`config.mk`:
```
export PLATFORM = sky130hd
export DESIGN_NAME = cgra_config_loader
export DESIGN_NICKNAME = d
export VERILOG_FILES = /design/src/rtl/cgra_config_loader.sv
export SDC_FILE = /design/constraint.sdc
export NUM_CORES = 1
export LEC_CHECK = 0
export ABC_CLOCK_PERIOD_IN_PS = 2430
export CAP_MARGIN = 20
export CORE_AREA = 2 2 459 461
export DETAILED_ROUTE_END_ITERATION = 6
export DIE_AREA = 0 0 461 463
export PLACE_DENSITY = 0.31
export SYNTH_ARGS = -nofsm -noshare
export SYNTH_HDL_FRONTEND = slang
export SYNTH_SLANG_ARGS = --single-unit
```
`constraint.sdc`:
```
create_clock -name ap_clk -period 2.43 [get_ports ap_clk]
set_clock_uncertainty 0.05 [all_clocks]
set_input_delay 0.486 -clock ap_clk [delete_from_list [all_inputs] [get_ports ap_clk]]
set_output_delay 0.486 -clock ap_clk [all_outputs]
set_load 0.005 [all_outputs]
```
`src/rtl/cgra_config_loader.sv`:
```
// cgra_config_loader: reads the CGRA instruction image over AXI4 in fixed bursts and writes one row per beat into the column config RAMs.
// Optional response/last checking is compiled in with `define CFG_LOADER_CHECK_EN.
module cgra_config_loader #(
  parameter int NUM_COL      = 16,
  parameter int DWIDTH_INT   = 32,
  parameter int PHIT_SIZE    = 512,
  parameter int DEPTH_CONFIG = 64,
  parameter int BURST_LEN    = 16,
  parameter int ADDR_WIDTH   = 64
) (
  input  logic                            ap_clk,
  input  logic                            ap_rst_n,
  input  logic                            start,
  input  logic [ADDR_WIDTH-1:0]           base_addr,
  output logic                            busy,
  output logic                            done,
  output logic                            error,
  output logic                            m00_axi_arvalid,
  input  logic                            m00_axi_arready,
  output logic [ADDR_WIDTH-1:0]           m00_axi_araddr,
  output logic [7:0]                      m00_axi_arlen,
  input  logic                            m00_axi_rvalid,
  output logic                            m00_axi_rready,
  input  logic [PHIT_SIZE-1:0]            m00_axi_rdata,
  input  logic                            m00_axi_rlast,
  input  logic [1:0]                      m00_axi_rresp,
  output logic                            cfg_we,
  output logic [$clog2(DEPTH_CONFIG)-1:0] cfg_addr,
  output logic [PHIT_SIZE-1:0]            cfg_wdata,
  output logic                            cgra_start
);

  localparam int ROW_W  = $clog2(DEPTH_CONFIG);
  localparam int BEAT_W = (BURST_LEN > 1) ? $clog2(BURST_LEN) : 1;
  localparam logic [ADDR_WIDTH-1:0] BURST_BYTES = ADDR_WIDTH'(BURST_LEN * PHIT_SIZE / 8);
  localparam logic [ROW_W-1:0]      LAST_ROW    = ROW_W'(DEPTH_CONFIG - 1);
  localparam logic [BEAT_W-1:0]     LAST_BEAT   = BEAT_W'(BURST_LEN - 1);

  if (PHIT_SIZE != NUM_COL * DWIDTH_INT) begin : g_bad_phit
    $error("PHIT_SIZE must equal NUM_COL*DWIDTH_INT");
  end

  typedef enum logic [1:0] {IDLE, AR, R, FIRE} state_t;

  state_t                  state_q, state_d;
  logic [ADDR_WIDTH-1:0]   cur_addr;
  logic [ROW_W-1:0]        row_cnt;
  logic [BEAT_W-1:0]       beat_cnt;
  logic                    start_acc;
  logic                    beat_hs;
  logic                    last_beat;
  logic                    fire;
  logic                    wr_vld_p1;
  logic [ROW_W-1:0]        wr_addr_p1;
  logic [PHIT_SIZE-1:0]    wr_data_p1;

  assign start_acc = (state_q == IDLE) && start;
  assign beat_hs   = (state_q == R) && m00_axi_rvalid;
  assign last_beat = beat_hs && (beat_cnt == LAST_BEAT);

  always_ff @(posedge ap_clk or negedge ap_rst_n) begin
    if (!ap_rst_n) state_q <= IDLE;
    else           state_q <= state_d;
  end

  // FIRE waits out the final row write so the launch lands two cycles after the last beat
  always_comb begin
    state_d         = state_q;
    m00_axi_arvalid = 1'b0;
    m00_axi_rready  = 1'b0;
    fire            = 1'b0;
    case (state_q)
      IDLE: if (start) state_d = AR;
      AR: begin
        m00_axi_arvalid = 1'b1;
        if (m00_axi_arready) state_d = R;
      end
      R: begin
        m00_axi_rready = 1'b1;
        if (last_beat) state_d = (row_cnt == LAST_ROW) ? FIRE : AR;
      end
      FIRE: begin
        if (!wr_vld_p1) begin
          fire    = 1'b1;
          state_d = IDLE;
        end
      end
      default: state_d = IDLE;
    endcase
  end

  always_ff @(posedge ap_clk or negedge ap_rst_n) begin
    if (!ap_rst_n) begin
      cur_addr <= '0;
      row_cnt  <= '0;
      beat_cnt <= '0;
    end else if (start_acc) begin
      cur_addr <= base_addr;
      row_cnt  <= '0;
      beat_cnt <= '0;
    end else if (beat_hs) begin
      if (last_beat) begin
        beat_cnt <= '0;
        if (row_cnt != LAST_ROW) begin
          cur_addr <= cur_addr + BURST_BYTES;
          row_cnt  <= row_cnt + 1'b1;
        end
      end else begin
        beat_cnt <= beat_cnt + 1'b1;
        row_cnt  <= row_cnt + 1'b1;
      end
    end
  end

  // Stage p1: registered config RAM write
  always_ff @(posedge ap_clk or negedge ap_rst_n) begin
    if (!ap_rst_n) begin
      wr_vld_p1  <= 1'b0;
      wr_addr_p1 <= '0;
      wr_data_p1 <= '0;
    end else begin
      wr_vld_p1 <= beat_hs;
      if (beat_hs) begin
        wr_addr_p1 <= row_cnt;
        wr_data_p1 <= m00_axi_rdata;
      end
    end
  end

`ifdef CFG_LOADER_CHECK_EN
  logic error_q;
  logic beat_bad;

  assign beat_bad = (m00_axi_rresp != 2'b00) || (m00_axi_rlast != (beat_cnt == LAST_BEAT));

  always_ff @(posedge ap_clk or negedge ap_rst_n) begin
    if (!ap_rst_n)                error_q <= 1'b0;
    else if (start_acc)           error_q <= 1'b0;
    else if (beat_hs && beat_bad) error_q <= 1'b1;
  end

  assign error = error_q;
`else
  logic unused_resp;
  assign unused_resp = ^{m00_axi_rresp, m00_axi_rlast};
  assign error       = 1'b0;
`endif

  assign busy           = (state_q != IDLE);
  assign done           = fire;
  assign cgra_start     = fire && !error;
  assign m00_axi_araddr = cur_addr;
  assign m00_axi_arlen  = 8'(BURST_LEN - 1);
  assign cfg_we         = wr_vld_p1;
  assign cfg_addr       = wr_addr_p1;
  assign cfg_wdata      = wr_data_p1;

endmodule

```
After elaboration in Yosys (flattened, before gate mapping):

Cells that the tools add are included.

* register bits: 595
* input port bits: 584
* output and inout bits: 597

* add/sub/neg operators: 3
* equality and inequality tests: 11
* mux-type cells: 21
* reductions and logical operators: 11

Operator list (number)
* $mux 64: 4
* $add 64x11->64 const B: 1
* $mux 6: 4
* $mux 4: 3
* $mux 2: 5
* $ne 2x2->1 const B: 4
* $pmux 2 s4: 1
* $reduce_bool 2->1: 4
* $add 6x1->6 const B: 1
* $eq 6x6->1 const B: 1
* $ne 6x6->1 const B: 1
* $add 4x1->4 const B: 1
* $eq 2x2->1 const B: 2
* $eq 4x4->1 const B: 1
* $mux 1: 4
* $reduce_and 4->1: 1
* $logic_and 1x1->1: 3
* $ne 3x2->1 const B: 1
* $reduce_and 3->1: 1
* $eq 2x1->1 const B: 1
* $logic_not 2->1: 1
* $reduce_and 2->1: 1

Depth between registers and ports, before layout:

Gate-level depths: netlist (run 1).

* depth after elaboration: 6
* gate-level depth with buffers: 10
* mapped depth without buffers: 8

Worst setup path after synthesis (run 1):

OpenSTA, ideal clock, no wires.

* path type: flip-flop to flip-flop
* start: register cur_addr[25], in the netlist m00_axi_araddr[25]
* end: register cur_addr[59], in the netlist m00_axi_araddr[59]
* setup time: 0.124 ns
* data arrival time: 2.136 ns
* data required time: 2.256 ns
* setup slack: 0.120 ns
* cell stages (with the launch flop): 8
* buffers on the path: 1
* cell sequence: dfrtp_1 and4_1 buf_2 nand4_2 or4_4 nor3_1 a211oi_1 a211o_1

* longest elaborated chain between the ends: 5

Ends and longest elaborated chain
* start: declaration: line 46 `logic [ADDR_WIDTH-1:0] cur_addr;`
* start signal: assignment: line 98 `cur_addr <= base_addr;`
* start signal: assignment: line 105 `cur_addr <= cur_addr + BURST_BYTES;`
* $add 64x11->64: line 105
* $mux 64: line 104 `if (row_cnt != LAST_ROW) begin`
* $mux 64: line 102 `if (last_beat) begin`
* $mux 64: line 101 `end else if (beat_hs) begin`
* $mux 64: line 97 `end else if (start_acc) begin`

Every way passes these cells. The select of a mux whose other input is x is not followed.
A chain may end at the register's enable or synchronous reset.

Worst setup path in the final report (run 1):

* start: register beat_cnt[0]
* end: register cur_addr[60], in the netlist m00_axi_araddr[60]

* longest elaborated chain between the ends: 4

Ends and longest elaborated chain
* start: declaration: line 48 `logic [BEAT_W-1:0] beat_cnt;`
* start signal: assignment: line 109 `beat_cnt <= beat_cnt + 1'b1;`
* $eq 4x4->1: line 59 `assign last_beat = beat_hs && (beat_cnt == LAST_BEAT);`
* $logic_and 1x1->1: line 59
* $reduce_bool 2->1 (no source line)
* $reduce_and 3->1 (no source line)

Every way passes these cells.

==> results of run 1 <==
## layout make-up
class | count | area [um2]
fillers | 23300 | 166000
flip-flops and latches | 595 | 14900
repair buffers | 1342 | 13300
multi-input cells | 1929 | 8120
well taps | 2805 | 3510
clock buffers | 131 | 2520
clock inverters | 24 | 354
inverters | 11 | 57.6
diodes | 11 | 27.5
## per-stage QoR
stage / hold WS [ps] / worst slack, ps / utilization / area, um2 / power [mW]
2_1_floorplan: 140 / 120 / - / 23500 / 23.0
3_3_place_gp: 319 / -502 / 0.191 / 39700 / 40.1
3_5_place_dp: 316 / -476 / 0.191 / 39700 / 40.1
4_1_cts: 61.9 / -1.85 / 0.205 / 42700 / 53.8
5_1_grt: 121 / -69.8 / 0.205 / 42800 / 56.2
6_report: 158 / 55.4 / 0.205 / 42800 / 52.4
## timing repair
action	in CTS	in global routing
gates resized for setup	70	16
cloned	0	1
pin swaps	6	8
hold buffers	1	0
setup buffers	7	4
setup endpoints to repair	61	172
hold endpoints to repair	222	0
## report_power, final
group	leakage (nW)	switching (mW)	internal, mW
Combinational	10.8	10.8	11.1
Sequential	7.45	2.95	14.4
Clock	1.39	5.37	7.80
Total	19.6	19.1	33.3
## cells by family after synthesis
group,after synthesis,share of synthesized area
multiplexers,5,0.00223
other,2,0.000319
buffers and inverters,154,0.0267
AND/OR/NAND/NOR,1793,0.300
adder cells (fa/ha/maj),3,0.00160
AO/OA/AOI/OAI,78,0.0207
flip-flops,595,0.633
XOR/XNOR,41,0.0153
## synthesized netlist by cell type (all sizes together), types with 3 or more instances
library cell,instances,area share
inv,10,0.0016
o311ai,5,0.0019
ha,3,0.0016
nand2,1658,0.26
xnor2,17,0.0063
and2,3,0.00080
mux2i,3,0.0013
a21oi,10,0.0021
and4,3,0.0011
dfrtp,595,0.63
nor2,34,0.0054
and3,9,0.0024
buf,27,0.0063
o21ai,39,0.0085
nor3,10,0.0023
clkbuf,116,0.019
o211ai,7,0.0022
nor4,9,0.0043
nand2b,3,0.00080
xor2,24,0.0089
or3,6,0.0016
nand4,18,0.0051
nand3,27,0.0060
or4,5,0.0019
## flip-flops by register name, summed over array words and instances, names as in the netlist
signal          count
cfg_wdata         512
m00_axi_araddr     64
cfg_addr            6
row_cnt             6
beat_cnt            4
state_q             2
cfg_we              1
## routing by layer
layer  up-vias  GRT usage
met5         -          0
met4        48     0.0484
met3       216     0.0661
met2       965      0.240
met1     11100      0.165
li1      10900          -
## worst max path at each step
| stage | startpoint | endpoint | slack, ps | cells after the start |
|---|---|---|---|---|
| global route | beat_cnt[0]$_DFFE_PN0P_ | m00_axi_araddr[55]$_DFFE_PN0P_ | -70 | 9 |
| CTS | state_q[0]$_DFFE_PN0P_ | busy | -2 | 4 |
| finish | beat_cnt[0]$_DFFE_PN0P_ | m00_axi_araddr[60]$_DFFE_PN0P_ | 60 | 8 |
| detailed placement | m00_axi_rvalid | m00_axi_araddr[61]$_DFFE_PN0P_ | -480 | 10 |
| floorplan | m00_axi_araddr[25]$_DFFE_PN0P_ | m00_axi_araddr[59]$_DFFE_PN0P_ | 120 | 7 |
| global placement | m00_axi_rvalid | m00_axi_araddr[61]$_DFFE_PN0P_ | -500 | 10 |
==> reports/metrics.csv, run 1 <==
stage,metric,value,unit
cts,CTS Root Buffer Type,clkbuf_16,
drt,residual DRC count,0,
power,LEAKAGE,19.6,nW
synth,Syn Inst Count,2671,
drt,Pre-Repair DR Iteration Count,5,
critical_path,Critical Path Slowest Stage Cell,or4_1,
cts,TritonCTS buffer count,86,
sta,Period minus WS final,2370,ps
sta,Final Max Tran Viols,0,
grt,vias in the first global route,24700,
drt,DRT antenna net count,0,
critical_path,Worst Setup Start Kind,register,
critical_path,crit path capture type,register,
sta,worst-margin pin slew,879,ps
cts,CTS Sinks,595,
synth,Synth warnings,0,
job,max_cap viols,0,
sta,final setup violating endpoints,0,
place,DP HPWL,128000,um
drt,WL met3,17400,um
cts,H-tree Lvls,3,
critical_path,R2R cell count,8,
critical_path,worst path cell trace,"ha_4, and3_4, buf_6, o211ai_1, nor4_4, nand3b_4, or4_1, a31oi_1",
cts,clock transition at the registers of the reported paths,60,ps
critical_path,CP top delay family,simple AND/OR/NAND/NOR gates,
critical_path,WP buf/inv,1,
synth,Main synth FF type,dfrtp_1,
grt,total track usage,0.145,
critical_path,critical path arrival,2950,ps
sta,unrepaired setup endpoints after global routing,true,
drt,WL met2,75000,um
floorplanning,Die ar.,0.213,mm2
drt,vias,23200,
floorplanning,initial core utilization,0.113,
critical_path,Crit Path Class,reg2reg,
sta,post-route setup TNS,0,ps
critical_path,r2r setup slk,60,ps
drt,final wirelength,159000,um
floorplanning,Die X,461,um
floorplanning,chip height,463,um
place,placed insts,6669,
drt,max layer used,met5,
synth,Yosys reg bits,595,
critical_path,"Max FO, Critical Path",5,
grt,global-route wire length before repair,214000,um
power,PwrDens,1220,mW/mm2
synth,Syn Std Cell Area,0.0235,mm2
hold_path,hold crit path type,in2async,
cts,CTS tree,yes,
floorplanning,core area,0.209,mm2
synth,"EDFF count, synth",0,
place,I/O Buffers,1168,
critical_path,Reg-to-Reg Start,beat_cnt[0]$_DFFE_PN0P_,
critical_path,worst reg2reg path endpoint,m00_axi_araddr[60]$_DFFE_PN0P_,
synth,Unique masters post-synth,59,
critical_path,Worst EP required,3010,ps
sta,relative slew slack,0.414,
synth,register area share after synthesis,0.633,
layout,Finished Layout Cells,6848,
power,maximum vdd drop,497,uV
outcome,outcome,"finished, final reports clean",
grt,initial antenna violation count,78,
critical_path,"slowest stage delay, CP",420,ps
grt,GRT Residual Overflow,0,
place,GPL Wtd Cong,0.819,
layout,"most common cell after layout, fill and taps aside",nand2_1,
sta,Final Cycle Share,0.977,
sta,Max Fclk,421,MHz
floorplanning,row count,168,
synth,Syn Area/Cell,8.80,um2
drt,drt wl/cell,23.3,um
synth,Synth async-reset ratio,1.00,
layout,most frequent cells in the layout,"nand2_1, clkdlybuf4s50_1, dfrtp_1",
layout,area grow syn2layout,82.1,%
drt,DRT iter0 DRCs,1202,
cts,clk_lat worst skew,730,ps
drt,Vias/cell,3.39,
layout,fin nets,4552,
sta,endpoints failing hold,0,
drt,Met1 Wirelength,62100,um
floorplanning,Ports,1181,
layout,share of layout cells above drive strength 1,0.0838,
grt,largest net degree at the start of global routing,125,
cts,Max clock buf depth,3,
(Power assumes the default switching activity.)
==> inputs of run 2 (changes only) <==
ABC_AREA = 1   (was unset)
CORE_AREA = 2 2 457 459   (was 2 2 459 461)
CTS_CLUSTER_SIZE = 8   (was unset)
DIE_AREA = 0 0 459 461   (was 0 0 461 463)
PLACE_DENSITY = 0.32   (was 0.31)
==> run 2 against run 1 <==
  * First-iteration DRC count increased by 25%
  * Design area increased by 0.88%
  * Sequential cell count unchanged
  * Combinational power about the same
  * Synthesized cell count increased by 14%
  * Sequential share of layout area decreased by 0.28 points
  * Cell count increased by 2.6%
  * Global-route usage increased by 0.62 points
  * Register-to-register slack improved by 290 ps
  * Hold slack improved by 86 ps
  * Die area decreased by 0.86%
  * Critical path depth decreased by 7
==> reports/metrics.csv, run 2 <==
stage,metric,value,unit,change
grt,total track usage,0.151,,+0.00617
critical_path,Worst Setup Start Kind,register,,
sta,worst-margin pin slew,773,ps,-106 ps
layout,area grow syn2layout,74.8,%,
critical_path,"slowest stage delay, CP",580,ps,+160 ps
drt,vias,24700,,+6.6%
critical_path,CP top delay family,buffers and inverters,,
sta,Max Fclk,426,MHz,+1.2%
drt,Pre-Repair DR Iteration Count,5,,unchanged
cts,H-tree Lvls,3,,unchanged
hold_path,hold crit path type,in2reg,,
place,placed insts,6879,,+3.1%
synth,Syn Inst Count,3038,,+14%
sta,unrepaired setup endpoints after global routing,false,,
critical_path,critical path arrival,1810,ps,-1140 ps
floorplanning,row count,167,,-0.60%
grt,met2 GRT Util,0.259,,+0.0195
grt,largest net degree at the start of global routing,107,,-14%
grt,GRT Residual Overflow,0,,unchanged
floorplanning,Die ar.,0.212,mm2,-0.86%
cts,CTS Sinks,595,,unchanged
synth,synth top area cells,"dfrtp_1, nand2_1, nor2_1",,
sta,Final Cycle Share,0.965,,-0.0117
outcome,outcome,"finished, final reports clean",,
layout,max FFs per register,512,,unchanged
floorplanning,Ports,1181,,unchanged
drt,final wirelength,165000,um,+3.3%
place,GPL Wtd Cong,0.864,,+5.5%
synth,"EDFF count, synth",0,,unchanged
synth,Yosys top cell area share,0.602,,-0.0307
drt,drt wl/cell,23.4,um,+0.72%
synth,register area share after synthesis,0.602,,-0.0307
grt,vias in the first global route,25900,,+5.0%
synth,Main synth FF type,dfrtp_1,,
synth,Syn Std Cell Area,0.0247,mm2,+5.1%
layout,Finished Core Util,0.209,,+0.00389
drt,DRT iter0 DRCs,1499,,+25%
synth,mux cell area share after synthesis,0,,-0.00223
grt,GR Util met1,0.176,,+0.0117
sta,Final Max Tran Viols,0,,unchanged
layout,share of layout cells above drive strength 1,0.0632,,-0.0207
sta,endpoints failing hold,0,,unchanged
floorplanning,Die X,459,um,-0.43%
synth,area share of fa/ha/maj cells after synthesis,0.00152,,-0.0000774
floorplanning,chip height,461,um,-0.43%
sta,Period minus WS final,2350,ps,-28.5 ps
cts,TritonCTS buffer count,91,,+5.8%
sta,final setup violating endpoints,0,,unchanged
cts,CTS Root Buffer Type,clkbuf_16,,
critical_path,worst path cell trace,clkdlybuf4s50_1,,
floorplanning,initial core utilization,0.120,,+0.00694
layout,FILL cells,23000,,-1.0%
synth,largest family of logic cells by synthesized area,simple AND/OR/NAND/NOR gates,,
grt,global-route wire length before repair,223000,um,+4.1%
cts,Max clock buf depth,3,,unchanged
critical_path,Worst EP required,1890,ps,-1120 ps
synth,post-synth top area cell,dfrtp_1,,
critical_path,WP buf/inv,1,,unchanged
synth,most frequent cells after synthesis,"nand2_1, dfrtp_1, nor2_1",,
synth,xor-xnor portion of the synthesized cell area,0.00602,,-0.00925
drt,DRT antenna net count,0,,unchanged
place,DP HPWL,132000,um,+3.5%
synth,Yosys reg bits,595,,unchanged
critical_path,Crit Path Class,reg2out,,
synth,Synth warnings,0,,unchanged
layout,Finished Layout Cells,7025,,+2.6%
drt,Vias/cell,3.52,,+3.9%
synth,Synth async-reset ratio,1.00,,unchanged
synth,simple-gate area share of the yosys netlist,0.329,,+0.0292
layout,fin nets,4859,,+6.7%
grt,initial antenna violation count,88,,+13%
place,I/O Buffers,1168,,unchanged
floorplanning,core area,0.206,mm2,-1.0%
critical_path,"Max FO, Critical Path",2,,-3
synth,top-count cell post-synth,nand2_1,,
power,maximum vdd drop,516,uV,+3.7%
synth,Syn Area/Cell,8.13,um2,-7.6%
drt,residual DRC count,0,,unchanged
synth,compound-gate portion of the synthesized area,0.0205,,-0.000194
cts,clk_lat worst skew,710,ps,-20 ps
power,LEAKAGE,20.0,nW,+2.2%
sta,post-route setup TNS,0,ps,unchanged
job,max_cap viols,0,,unchanged
power,PwrDens,1220,mW/mm2,-0.18%
layout,most frequent cells in the layout,"nand2_1, clkdlybuf4s50_1, dfrtp_1",,
grt,GRT met3 Usage,0.0589,,-0.00727
cts,CTS tree,yes,,
sta,relative slew slack,0.485,,+0.0707
critical_path,Critical Path Slowest Stage Cell,clkdlybuf4s50_1,,
synth,Unique masters post-synth,35,,-41%
layout,"most common cell after layout, fill and taps aside",nand2_1,,
grt,global route hottest layer,met2,,
cts,clock transition at the registers of the reported paths,50,ps,about the same
critical_path,crit path capture type,primary output,,
[run 2: cell count changes after synthesis, sizes merged, moves of 11 or more]
cell | before | now
nand2 | 1658 | 1850
nor2 | 34 | 173
buf | 27 | 106
clkbuf | 116 | 45
inv | 10 | 70
nand3 | 27 | 55
xnor2 | 17 | 2
o21ai | 39 | 50
o22ai | 0 | 11
[run 2: worst paths after layout]
check,end,slack [ps],cells past startpoint,startpoint
hold / removal,cfg_wdata[10]$_DFFE_PN0P_,240,3,m00_axi_rdata[10]
max in group asynchronous,cfg_wdata[307]$_DFFE_PN0P_,1150,4,ap_rst_n
hold reg to reg,cfg_wdata[63]$_DFFE_PN0P_,420,2,cfg_wdata[63]$_DFFE_PN0P_
min in group asynchronous,cfg_wdata[263]$_DFFE_PN0P_,250,2,ap_rst_n
setup / recovery,cfg_wdata[424],80,1,cfg_wdata[424]$_DFFE_PN0P_
setup reg to reg,m00_axi_araddr[29]$_DFFE_PN0P_,350,8,m00_axi_araddr[17]$_DFFE_PN0P_
[run 2: repair_timing]
| action | CTS | global route |
|---|---|---|
| pin swaps | 1 | 0 |
| hold endpoints to repair | 17 | 0 |
| gates resized for setup | 65 | 2 |
| buffers inserted | 3 | 0 |
| setup endpoints to repair | 62 | 2 |
| hold buffers | 1 | 0 |
[run 2: final cells by class]
class / instances / area (um2) / share of cell area
well taps: 2704 / 3380 / 0.0783
flip-flops and latches: 595 / 14900 / 0.345
clock inverters: 15 / 279 / 0.00646
diodes: 14 / 35.0 / 0.000811
repair buffers: 1285 / 13000 / 0.300
inverters: 70 / 270 / 0.00626
clock buffers: 113 / 2460 / 0.0570
multi-input cells: 2229 / 8890 / 0.206
[run 2: metal layers]
layer  part of all wire  routed length (um)
met5             0.0020                 322
met4              0.025                4150
met3              0.087               14400
met2               0.49               80100
met1               0.40               65600
[run 2: kinds of logic after synthesis]
family                   after synthesis
other                                  2
AND/OR/NAND/NOR                     2109
AO/OA/AOI/OAI                         91
XOR/XNOR                              17
flip-flops                           595
buffers and inverters                221
adder cells (fa/ha/maj)                3
[run 2: power breakdown]
group          switching (mW)  total [mW]  internal (mW)  leakage (nW)
combinational            11.0        22.1           11.1          11.2
sequential               3.35        17.8           14.4          7.46
clock                    5.29        12.9           7.58          1.34
[run 2: through the flow]
stage	area [um2]	worst slack (ps)	hold slack, ps	power (mW)
5_1_grt	43200	0.874	180	56.6
6_report	43200	83.9	244	52.7
3_3_place_gp	40400	7.93	411	41.0
4_1_cts	43200	1.13	150	54.3
3_5_place_dp	40400	21.5	414	40.9
2_1_floorplan	24700	794	140	24.0
[run 2: worst reg2reg max path, stage by stage (launching register included)]
cell	delay, ps
dfrtp_1	440
nand2_1	120
nor2_1	260
nand2_1	210
nor2_4	240
nand2_1	210
xnor2_1	170
o21ai_0	200
nand2_1	80
==> inputs of run 3 (changes only) <==
SETUP_SLACK_MARGIN = 0.5   (was unset)
==> run 3 against run 2 <==
  * Via count up 4.1%
  * Fmax up 13%
  * Clock-buffer cell count unchanged
  * Core utilization up 0.25 points
  * Combinational power up 2%
  * Largest cell class unchanged
  * Highest routed layer unchanged
==> reports/metrics.csv, run 3 (synthesis results as in run 2) <==
stage,metric,value,unit,change
floorplanning,core area,0.206,mm2,unchanged
drt,DRT iter0 DRCs,1629,,+8.7%
drt,residual DRC count,0,,unchanged
cts,CTS Sinks,595,,unchanged
cts,clock transition at the registers of the reported paths,60,ps,about the same
sta,Period minus WS final,2080,ps,-265 ps
place,GPL Wtd Cong,0.864,,unchanged
power,PwrDens,1210,mW/mm2,-0.88%
floorplanning,Die ar.,0.212,mm2,unchanged
critical_path,crit path capture type,primary output,,
layout,most frequent cells in the layout,"nand2_1, clkdlybuf4s50_1, dfrtp_1",,
power,overall power,52.9,mW,+0.32%
grt,global-route wire length before repair,224000,um,+0.58%
place,I/O Buffers,1168,,unchanged
cts,CTS Root Buffer Type,clkbuf_16,,
critical_path,"Max FO, Critical Path",5,,+3
floorplanning,Ports,1181,,unchanged
critical_path,Worst Setup Start Kind,register,,
outcome,outcome,"finished, final reports clean",,
layout,"most common cell after layout, fill and taps aside",nand2_1,,
sta,Max Fclk,481,MHz,+13%
floorplanning,initial core utilization,0.120,,unchanged
hold_path,hold crit path type,in2reg,,
sta,Final Cycle Share,0.856,,-0.109
critical_path,Crit Path Class,reg2out,,
cts,H-tree Lvls,3,,unchanged
floorplanning,row count,167,,unchanged
sta,post-route setup TNS,0,ps,unchanged
sta,unrepaired setup endpoints after global routing,true,,
sta,relative slew slack,0.636,,+0.152
grt,initial antenna violation count,88,,unchanged
drt,Vias/cell,3.57,,+1.4%
grt,total track usage,0.152,,+0.000664
place,DP HPWL,132000,um,unchanged
sta,Final Max Tran Viols,0,,unchanged
sta,worst-margin pin slew,546,ps,-227 ps
sta,endpoints failing hold,0,,unchanged
floorplanning,Die X,459,um,unchanged
grt,vias in the first global route,26200,,+1.4%
layout,area grow syn2layout,76.9,%,
layout,max FFs per register,512,,unchanged
drt,Pre-Repair DR Iteration Count,5,,unchanged
drt,vias,25800,,+4.1%
cts,Max clock buf depth,3,,unchanged
critical_path,Worst EP required,1890,ps,about the same
cts,TritonCTS buffer count,91,,unchanged
cts,clk_lat worst skew,720,ps,about the same
grt,GRT Residual Overflow,0,,unchanged
grt,largest net degree at the start of global routing,107,,unchanged
layout,share of layout cells above drive strength 1,0.244,,+0.181
drt,drt wl/cell,24.1,um,+2.8%
cts,CTS tree,yes,,
power,LEAKAGE,21.9,nW,+9.3%
drt,final wirelength,174000,um,+5.5%
job,max_cap viols,0,,unchanged
power,maximum vdd drop,502,uV,-2.7%
critical_path,critical path arrival,1540,ps,-270 ps
sta,final setup violating endpoints,0,,unchanged
layout,fin nets,5047,,+3.9%
drt,DRT antenna net count,0,,unchanged
floorplanning,chip height,461,um,unchanged
==> run 3: cell types whose count changed in the layout (fill, tap and decap cells not counted), sizes merged <==
cell / delta
clkbuf: +437
dlymetal6s2s: +26
clkinvlp: +3
inv: -4
dlygate4sd2: -53
clkinv: +2
clkdlybuf4s15: +48
clkdlybuf4s50: -534
buf: +263
diode: +1
==> run 3: path summary, 6_finish.rpt <==
kind                                                start                        endpoint  slack [ps]  cells past startpoint
max in group asynchronous                        ap_rst_n      cfg_wdata[307]$_DFFE_PN0P_        1170                      4
worst min-delay path                   m00_axi_rdata[209]      cfg_wdata[209]$_DFFE_PN0P_         240                      3
min in group asynchronous                        ap_rst_n      cfg_wdata[263]$_DFFE_PN0P_         250                      2
worst max-delay path               state_q[1]$_DFFE_PN0P_                            busy         350                      4
worst max register to register     state_q[0]$_DFFE_PN0P_  m00_axi_araddr[36]$_DFFE_PN0P_         390                     14
worst min register to register  cfg_wdata[57]$_DFFE_PN0P_       cfg_wdata[57]$_DFFE_PN0P_         420                      2
==> run 3: layout make-up <==
class	count	area [um2]
Antenna cell	15	37.5
Clock buffer	113	2460
Clock inverter	15	279
Fill cell	23200	163000
Inverter	70	315
Multi-Input combinational cell	2229	9250
Sequential cell	595	15000
Tap cell	2704	3380
Timing Repair Buffer	1472	13000
Timing Repair inverter	1	8.76
==> run 3: metal layers <==
| metal | track usage | up-vias | routed length [um] |
|---|---|---|---|
| met4 | 0.0354 | 50 | 4480 |
| met5 | 0 | - | 317 |
| met1 | 0.177 | 12300 | 69300 |
| met2 | 0.261 | 1022 | 84500 |
| li1 | - | 12100 | - |
| met3 | 0.0580 | 273 | 15100 |
==> run 3: power breakdown <==
part	switching [mW]	total, mW	internal (mW)
logic	12.5	22.5	9.96
registers	3.04	17.5	14.5
clock network	5.33	12.9	7.58
==> run 3: metrics by stage <==
stage / instance area [um2] / setup WS, ps / hold slack [ps] / utilization / instances
2_1_floorplan: 24700 / 794 / 140 / - / 3045
3_3_place_gp: 40400 / 7.93 / 411 / 0.196 / 6879
3_5_place_dp: 40400 / 21.5 / 414 / 0.196 / 6879
4_1_cts: 43000 / 245 / 148 / 0.208 / 7068
5_1_grt: 43700 / 254 / 180 / 0.212 / 7203
6_report: 43700 / 349 / 240 / 0.212 / 7214
==> run 3: critical path: stages (launching register included) <==
cell and delay (ps):
dfrtp_2 400, buf_6 130, nor2_4 110, inv_2 50, buf_6 120
==> run 3: what timing repair did <==
| item | 4_1_cts | 5_1_grt |
|---|---|---|
| buffers inserted | 60 | 102 |
| gates resized for setup | 1044 | 1104 |
| hold endpoints to repair | 17 | 0 |
| cloned | 0 | 29 |
| hold buffers | 1 | 0 |
| pin swaps | 3 | 30 |
| endpoints found under the setup margin | 614 | 806 |
